File: config.mk
export PLATFORM = sky130hd
export DESIGN_NAME = mem_access_stage
export DESIGN_NICKNAME = d
export VERILOG_FILES = /design/src/rtl/pipeline_pkg.sv /design/src/rtl/byte_lane_align.sv /design/src/rtl/mem_access_stage.sv
export SDC_FILE = /design/constraint.sdc
export NUM_CORES = 1
export LEC_CHECK = 0
export CORE_MARGIN = 2
export CORE_UTILIZATION = 40
export DETAILED_ROUTE_END_ITERATION = 8
export PLACE_DENSITY = 0.79
export SYNTH_ARGS = -nofsm -noshare
export SYNTH_HDL_FRONTEND = slang
export SYNTH_HIERARCHICAL = 1
export SYNTH_SLANG_ARGS = --single-unit
File: constraint.sdc
create_clock -name clock -period 2.5 [get_ports clock]
set_input_delay 0.625 -clock clock [delete_from_list [all_inputs] [get_ports clock]]
set_output_delay 0.625 -clock clock [all_outputs]
set_load 0.01 [all_outputs]
File: src/rtl/pipeline_pkg.sv
// Shared pipeline constants: MEM-stage FSM encoding, EX/MEM control-bit
// positions and byte-lane geometry.
package pipeline_pkg;

    localparam logic [1:0] ST_IDLE = 2'd0;
    localparam logic [1:0] ST_BUSY = 2'd1;
    localparam logic [1:0] ST_DONE = 2'd2;

    localparam int CTRL_MEMREAD  = 2;
    localparam int CTRL_MEMWRITE = 4;
    localparam int CTRL_REGWRITE = 6;
    localparam int CTRL_WORD     = 8;

    localparam int BYTE_W = 8;
    localparam int LANES  = 4;
    localparam int WORD_W = BYTE_W * LANES;

    function automatic logic [LANES-1:0] laneOneHot(input logic [1:0] sel);
        return 4'b0001 << sel;
    endfunction

endpackage

File: src/rtl/byte_lane_align.sv
// Combinational byte-lane steering: store replicate/enable on the way out,
// load lane select and sign/zero extension on the way back.
module byte_lane_align
    import pipeline_pkg::*;
#(
    parameter int SIGN_EXT_BYTE = 1
) (
    input  logic [1:0]        laneSel,
    input  logic              word,
    input  logic [WORD_W-1:0] storeData,
    input  logic [WORD_W-1:0] rawLoad,
    output logic [LANES-1:0]  byteEn,
    output logic [WORD_W-1:0] laneData,
    output logic [WORD_W-1:0] loadData
);

    logic [BYTE_W-1:0] pick;
    logic              extBit;

    always_comb begin
        pick = rawLoad[BYTE_W-1:0];
        case (laneSel)
            2'd0: pick = rawLoad[7:0];
            2'd1: pick = rawLoad[15:8];
            2'd2: pick = rawLoad[23:16];
            2'd3: pick = rawLoad[31:24];
            default: pick = rawLoad[7:0];
        endcase
        extBit   = (SIGN_EXT_BYTE != 0) ? pick[BYTE_W-1] : 1'b0;
        byteEn   = word ? {LANES{1'b1}} : laneOneHot(laneSel);
        laneData = word ? storeData : {LANES{storeData[BYTE_W-1:0]}};
        loadData = word ? rawLoad : {{(WORD_W-BYTE_W){extBit}}, pick};
    end

endmodule

File: src/rtl/mem_access_stage.sv
// MEM-stage access controller: issues one req/ack data-memory transaction per
// load/store, stalls upstream while it is in flight, and feeds MEM/WB.
module mem_access_stage
    import pipeline_pkg::*;
#(
    parameter int TIMEOUT_CYCLES = 255,
    parameter int SIGN_EXT_BYTE  = 1
) (
    input  logic        clock,
    input  logic        reset,
    input  logic [31:0] inAddress,
    input  logic [31:0] inStoreData,
    input  logic        inMemRead,
    input  logic        inMemWrite,
    input  logic        inWord,
    input  logic        inRegWrite,
    input  logic [4:0]  inRd,
    output logic        memReq,
    output logic        memWe,
    output logic [31:0] memAddr,
    output logic [31:0] memWData,
    output logic [3:0]  memByteEn,
    input  logic        memAck,
    input  logic [31:0] memRData,
    output logic        stall,
    output logic        outValid,
    output logic [31:0] outLoadData,
    output logic [31:0] outResult,
    output logic [4:0]  outRd,
    output logic        outRegWrite,
    output logic        outMisaligned,
    output logic        outBusError,
    output logic [1:0]  debugState
);

    localparam logic [7:0] TIMEOUT_LAST = 8'(TIMEOUT_CYCLES - 1);

    logic [1:0]  state;
    logic [7:0]  counter;
    logic        memOp;
    logic        access;
    logic [3:0]  alignByteEn;
    logic [31:0] alignStoreData;
    logic [31:0] alignLoadData;

    assign memOp         = inMemRead | inMemWrite;
    assign outMisaligned = memOp & inWord & (inAddress[1:0] != 2'b00);
    assign access        = memOp & ~outMisaligned;

    byte_lane_align #(
        .SIGN_EXT_BYTE(SIGN_EXT_BYTE)
    ) laneAlign (
        .laneSel  (inAddress[1:0]),
        .word     (inWord),
        .storeData(inStoreData),
        .rawLoad  (memRData),
        .byteEn   (alignByteEn),
        .laneData (alignStoreData),
        .loadData (alignLoadData)
    );

    // Bus handshake: memReq rises with address/data/enables registered and
    // holds them stable until the cycle memAck is sampled high (or the
    // timeout aborts); memAck is a single-cycle pulse and memRData is only
    // meaningful in that cycle. Acks outside BUSY are dropped.
    always_ff @(posedge clock or negedge reset) begin
        if (!reset) begin
            state       <= ST_IDLE;
            counter     <= 8'd0;
            memReq      <= 1'b0;
            memWe       <= 1'b0;
            memAddr     <= 32'd0;
            memWData    <= 32'd0;
            memByteEn   <= 4'd0;
            outLoadData <= 32'd0;
            outBusError <= 1'b0;
        end else begin
            case (state)
                ST_IDLE: begin
                    if (access) begin
                        memReq    <= 1'b1;
                        memWe     <= inMemWrite;
                        memAddr   <= {inAddress[31:2], 2'b00};
                        memWData  <= alignStoreData;
                        memByteEn <= alignByteEn;
                        counter   <= 8'd0;
                        state     <= ST_BUSY;
                    end
                end
                ST_BUSY: begin
                    // An ack on the last allowed cycle still completes normally.
                    if (memAck) begin
                        outLoadData <= alignLoadData;
                        memReq      <= 1'b0;
                        state       <= ST_DONE;
                    end else if (counter == TIMEOUT_LAST) begin
                        memReq      <= 1'b0;
                        outBusError <= 1'b1;
                        outLoadData <= 32'd0;
                        state       <= ST_DONE;
                    end else begin
                        counter <= counter + 8'd1;
                    end
                end
                ST_DONE: begin
                    outBusError <= 1'b0;
                    state       <= ST_IDLE;
                end
                default: state <= ST_IDLE;
            endcase
        end
    end

    assign stall       = ((state == ST_IDLE) & access) | (state == ST_BUSY);
    assign outValid    = ((state == ST_IDLE) & ~access) | (state == ST_DONE);
    assign outRegWrite = inRegWrite & ~outMisaligned & ~inMemWrite
                       & ~(outBusError & (state == ST_DONE));
    assign outResult   = inAddress;
    assign outRd       = inRd;
    assign debugState  = state;

endmodule

==> flow_summary.ini, run 1 <==
[yosys]
synth.distinct_cells = 41
synth-seq-cells = 111
ys_warn_count = 6
synthesis.area_mm2 = 0.00547
syn_avg_cell_area_um2 = 11.6
ys_seq_area_share_pct = 50.8
synth_cells = 470

[power_and_ir_drop]
power_mw = 8.49
sequentialPowerShare_pct = 36.6
powerDensity_mw_per_mm2 = 1050
pwr-share-comb_pct = 45.0
peakVddDrop_mv = 0.659
power_leakage_nw = 3.63
clkPwrFrac_pct = 18.4
power_switching_mw = 2.60
sw_frac_of_total_pct = 30.6
internal_power_mw = 5.90

[sta]
timing.final.ws_setup_ns = 0.0935
finalCritPeriodShare_pct = 96.3
worst_pin_slew_ns = 0.702
period_needed_ns = 2.41
finalMaxSlewViolations = 0
setup_tns_ns = 0
hold_ws_ns = 0.216
finalSetupViolations = 0
timing.fmax_mhz = 416
rsz0062_at_grt = no
fin_skew_ns = 0.00821
slew_headroom_pct = 53.2
finalHoldViolations = 0

[global_route]
grt_pass1_vias = 4503
grt_max_degree = 72
grt_overflow = 0
grt_util_all_layers_pct = 20.1
antenna_found_initial = 0
grt_pass1_wl_um = 23100

[critical_path]
cp_max_fo = 3
required_ns = 1.88
cp_data_arrival_time_ns = 1.78
path_class = primary input to output port
critPathLaunchType = primary input
reg2reg_depth = 5
end_kind = output port

[final_layout]
final_nets = 775
finish.utilization_pct = 60.9
diodes = 0
syn2layout_area_growth_pct = 47.8
final_layout_size_suffix_gt1_share_pct = 17.9

[worst_hold_path]
hp-class = primary input to async pin

[floorplanning]
io_pins = 254
initial_core_util_pct = 41.2
num_rows = 42
die_h_um = 121
die_width_um = 121
dieArea_mm2 = 0.0146
coreArea_mm2 = 0.0133

[placement]
io_buffers = 241
pre_cts_ws_ns = -0.445
gp_congestion = 0.851
place_hpwl_um = 10600

[clock_network]
root_buffer = clkbuf_16
htree_levels = 3
cts_sinks = 111
clock_latency_ns = 0.35
cts_tree = built
holdBufCountCts = 0
clk_pin_slew_ns = 0.07
numCtsBuffers = 9
cts_setup_buffers = 0
clock_path_buffers = 2

[flow_run]
maxCapViolCount = 0

[run_status]
status = completed

[drt]
viasPerCell = 5.05
drt-wirelength-per-cell_um = 17.4
wl_um = 14700
via_count = 4275
ant_nets = 0
drt_first_pass_iters = 4
drt_drc_violations_left = 0
drt_iter0_markers = 222
[cell usage in the layout, fill, tap and decap left out, types with 9 or more instances in the layout]
cell	count
a21o_1	29
nand2_1	53
buf_4	13
o21ai_0	10
clkdlybuf4s50_1	233
nor2b_1	10
a22o_1	34
mux2_2	76
clkbuf_16	9
dfrtp_1	111
[cell families after synthesis]
kind of cell,after synthesis,synth area share (%)
XOR/XNOR,1,0.160
AND/OR/NAND/NOR,95,8.37
adder cells (fa/ha/maj),2,0.457
AO/OA/AOI/OAI,102,13.9
buffers and inverters,80,10.2
flip-flops,111,50.8
multiplexers,78,16.1
other,1,0.0685
[metal layers]
metal | wire length, um | GRT usage [%] | up-vias | share of wire [%]
met4 | 208 | 5.38 | 0 | 1.4
met3 | 1190 | 6.58 | 21 | 8.1
met5 | 0 | 0 | - | 0
li1 | - | - | 1998 | -
met1 | 5890 | 24.1 | 2088 | 40
met2 | 7410 | 34.6 | 168 | 50
[Yosys cell counts]
cell	n	share of area [%]
nor2_1	6	0.41
a21o_1	29	4.0
a22oi_1	7	0.96
buf_2	9	0.82
or2_2	1	0.11
nor4_4	1	0.39
clkbuf_1	10	0.69
a22o_4	1	0.32
and3_1	1	0.11
dfrtp_1	111	51
o2bb2ai_1	1	0.16
o21ai_1	5	0.46
nand3_1	4	0.37
conb_1	1	0.069
nor3b_1	1	0.14
a21oi_1	8	0.73
o21bai_1	2	0.27
nor4b_1	1	0.16
inv_1	5	0.34
buf_6	9	1.9
nand2_1	53	3.6
a211o_1	1	0.16
buf_4	47	6.4
ha_1	2	0.46
a22o_1	34	5.4
mux2i_1	1	0.18
and2b_1	1	0.14
nor4_1	1	0.11
nor2_2	1	0.11
mux2_4	1	0.27
or3_1	1	0.11
nand4_1	1	0.11
o21a_1	3	0.41
nor3_1	3	0.27
o31ai_1	1	0.14
o21ai_0	10	0.91
xor2_1	1	0.16
and2_1	1	0.11
nor2b_1	10	1.1
mux2_2	76	16
nand2b_1	8	0.91
[power by group through the flow]
stage               clock (mW)  combinational (mW)  sequential (mW)
floorplan                    0                1.28             3.46
global placement             0                3.78             3.08
detailed placement           0                3.84             3.13
CTS                       1.61                3.87             3.12
global route              1.68                4.07             3.21
finish                    1.56                3.82             3.11
[area by class of cell]
| type | instances | area [um2] |
|---|---|---|
| fill | 1053 | 5200 |
| sequential | 111 | 2780 |
| timing repair buffer | 258 | 2590 |
| multi-input combinational | 280 | 2160 |
| clock buffer | 10 | 239 |
| tap | 176 | 220 |
| clock inverter | 6 | 90.1 |
| inverter | 5 | 18.8 |
[flip-flops by register name, indices dropped and copies added (netlist names)]
| register | flops |
|---|---|
| memWData | 32 |
| outLoadData | 32 |
| memAddr | 30 |
| counter | 8 |
| memByteEn | 4 |
| debugState | 2 |
| memReq | 1 |
| memWe | 1 |
| outBusError | 1 |
[final timing paths]
| kind | from | end | slack (ns) |
|---|---|---|---|
| max in group asynchronous | reset | memAddr[14] | 1.62 |
| worst max register to register | debugState[1] | counter[3] | 0.53 |
| worst min-delay path | reset | counter[1] | 0.22 |
| min in group clock | memReq | memReq | 0.50 |
| worst min register to register | memReq | memReq | 0.50 |
| worst max-delay path | inAddress[1] | stall | 0.09 |
[stage by stage]
step,cells,area [um2]
floorplan,471,5480
CTS,846,8080
global placement,829,7710
detailed placement,829,7710
global route,846,8090
finish,846,8090
[worst max-delay path: stages]
cell and delay (ns):
dlygate4sd2_1 0.31, o21a_1 0.21, buf_4 0.14, nor4_4 0.22, or2_4 0.15, buf_2 0.12
[what timing repair did]
item / 4_1_cts / 5_1_grt
endpoints found under the setup margin: 6 / 2
pin swaps: 0 / 3
cloned: 1 / 0
resized for setup: 17 / 3
hold endpoints to repair: 0 / 0
Note: power is estimated with default switching activity, not from simulation.
==> run 2: changes to the inputs <==
--- a/config.mk
+++ b/config.mk
@@ -5,7 +5,7 @@
 export SDC_FILE = /design/constraint.sdc
 export NUM_CORES = 1
 export LEC_CHECK = 0
-export CORE_MARGIN = 2
+export CORE_MARGIN = 8
 export CORE_UTILIZATION = 40
 export DETAILED_ROUTE_END_ITERATION = 8
 export PLACE_DENSITY = 0.79
==> flow_summary.ini, run 2 (synthesis results as in run 1) <==
[sta]
fin_skew_ns = 0.00311
finalSetupViolations = 0
finalMaxSlewViolations = 0
worst_pin_slew_ns = 0.705
finalCritPeriodShare_pct = 98.4
slew_headroom_pct = 53.0
finalHoldViolations = 0
timing.fmax_mhz = 407
period_needed_ns = 2.46
setup_tns_ns = 0
rsz0062_at_grt = no

[critical_path]
end_kind = output port
required_ns = 1.88
critPathMaxStageDelay_ns = 0.51
critPathLaunchType = primary input
slowest_stage = clkdlybuf4s50_1
cp_max_fo = 2
path_class = primary input to output port
crit_family = buffers and inverters
cp_data_arrival_time_ns = 1.83
worst-path-buf-inv = 3
worstPathCellList = clkdlybuf4s50_1 > nor2_2 > buf_4 > nor3_1 > nor2_1 > clkdlybuf4s15_1

[drt]
via_count = 4323
drt-wirelength-per-cell_um = 18.8
ant_nets = 0
viasPerCell = 5.13
wl_um = 15900
drt_first_pass_iters = 4
drt_drc_violations_left = 0
drt_iter0_markers = 247

[final_layout]
multi_input_area_mm2 = 0.00216
finalNonFillerCells = 843
syn2layout_area_growth_pct = 45.6
final_layout_size_suffix_gt1_share_pct = 17.2
layout_common_cells = clkdlybuf4s50_1 (233), dfrtp_1 (111), mux2_2 (76), nand2_1 (53), a22o_1 (34)
seqCellArea_mm2 = 0.00278
final_nets = 774
final_common_cell = clkdlybuf4s50_1
reg_top3 = memWData: 32 flops, outLoadData: 32 flops, memAddr: 30 flops
diodes = 0
n_fill_cell = 1103

[clock_network]
clock_path_buffers = 2
htree_levels = 3
clock_latency_ns = 0.34
numCtsBuffers = 9
cts_tree = built
cts_sinks = 111
root_buffer = clkbuf_16
clk_pin_slew_ns = 0.06

[floorplanning]
die_width_um = 133
num_rows = 42
dieArea_mm2 = 0.0177
io_pins = 254
die_h_um = 133
coreArea_mm2 = 0.0133
initial_core_util_pct = 41.2

[power_and_ir_drop]
sw_frac_of_total_pct = 31.4
internal_power_mw = 5.64
power_mw = 8.21
peakVddDrop_mv = 0.590
clkPwrFrac_pct = 15.3
power_leakage_nw = 3.57
pwr-share-comb_pct = 46.8
power_switching_mw = 2.57
sequentialPowerShare_pct = 37.8
powerDensity_mw_per_mm2 = 1030

[global_route]
antenna_found_initial = 0
grt_overflow = 0
grt_pass1_wl_um = 24900
grt_max_degree = 72
grt_util_all_layers_pct = 17.5
grt_pass1_vias = 4679

[flow_run]
maxCapViolCount = 0

[placement]
dp.cells = 829
io_buffers = 241
place_hpwl_um = 12100
gp_congestion = 0.851

[run_status]
status = completed

[worst_hold_path]
hp-class = primary input to async pin
run 2: cell count changes in the layout (fill, tap and decap cells not counted), sizes merged:
cell / change
bufbuf: -1
bufinv: -2
clkbuf: +2
clkinv: +1
clkinvlp: -1
inv: -2
run 2: path summary, 6_finish.rpt:
| path | slack (ns) | end | start | cells after the start |
|---|---|---|---|---|
| max | 0.04 | outValid | inMemWrite | 6 |
| min | 0.22 | counter[0] | reset | 1 |
| max reg2reg | 0.65 | memAddr[21] | debugState[1] | 4 |
| min reg2reg | 0.50 | memReq | memReq | 1 |
| max in group asynchronous | 1.62 | memAddr[12] | reset | 2 |
| min in group clock | 0.50 | memReq | memReq | 1 |
run 2: power by group through the flow:
stage / clock [mW] / combinational, mW / sequential, mW
after floorplan: 0 / 1.28 / 3.46
after global placement: 0 / 3.85 / 3.09
after detailed placement: 0 / 3.91 / 3.14
after CTS: 1.31 / 3.92 / 3.12
after global routing: 1.36 / 4.10 / 3.21
final: 1.26 / 3.85 / 3.11
run 2: worst register-to-register path, cell delays in order, from the launching register on:
cell     delay, ns
dfrtp_1       0.49
nor4_4        0.30
buf_4         0.17
buf_12        0.29
mux2_2        0.48
run 2: repair_timing:
action	in CTS	in global routing
buffers inserted	0	0
pin swaps	0	2
hold endpoints to repair	0	0
resized for setup	16	2
hold buffers	0	0
endpoints found under the setup margin	6	4
run 2: routing by layer:
metal	vias up	part of all wire [%]	global-route usage, %
met1	2110	36	18.1
met3	25	12	8.55
met4	0	2.2	6.88
met5	-	0	0
li1	1997	-	-
met2	191	50	29.8
run 2: stage by stage:
stage | util, % | area (um2) | hold WS (ns) | setup WS, ns
floorplan | - | 5480 | 0.329 | 0.235
global placement | 58.0 | 7710 | 0.485 | -0.356
detailed placement | 58.0 | 7710 | 0.485 | -0.457
CTS | 59.9 | 7960 | 0.221 | 0.00210
global route | 59.9 | 7970 | 0.244 | 0.00287
finish | 59.9 | 7970 | 0.223 | 0.0407
run 2: area by class of cell:
cell class | count | share of cell area [%]
Sequential cell | 111 | 34.9
Clock buffer | 12 | 2.97
Timing Repair Buffer | 257 | 32.0
Tap cell | 176 | 2.76
Clock inverter | 2 | 0.126
Multi-Input combinational cell | 280 | 27.1
Inverter | 5 | 0.236
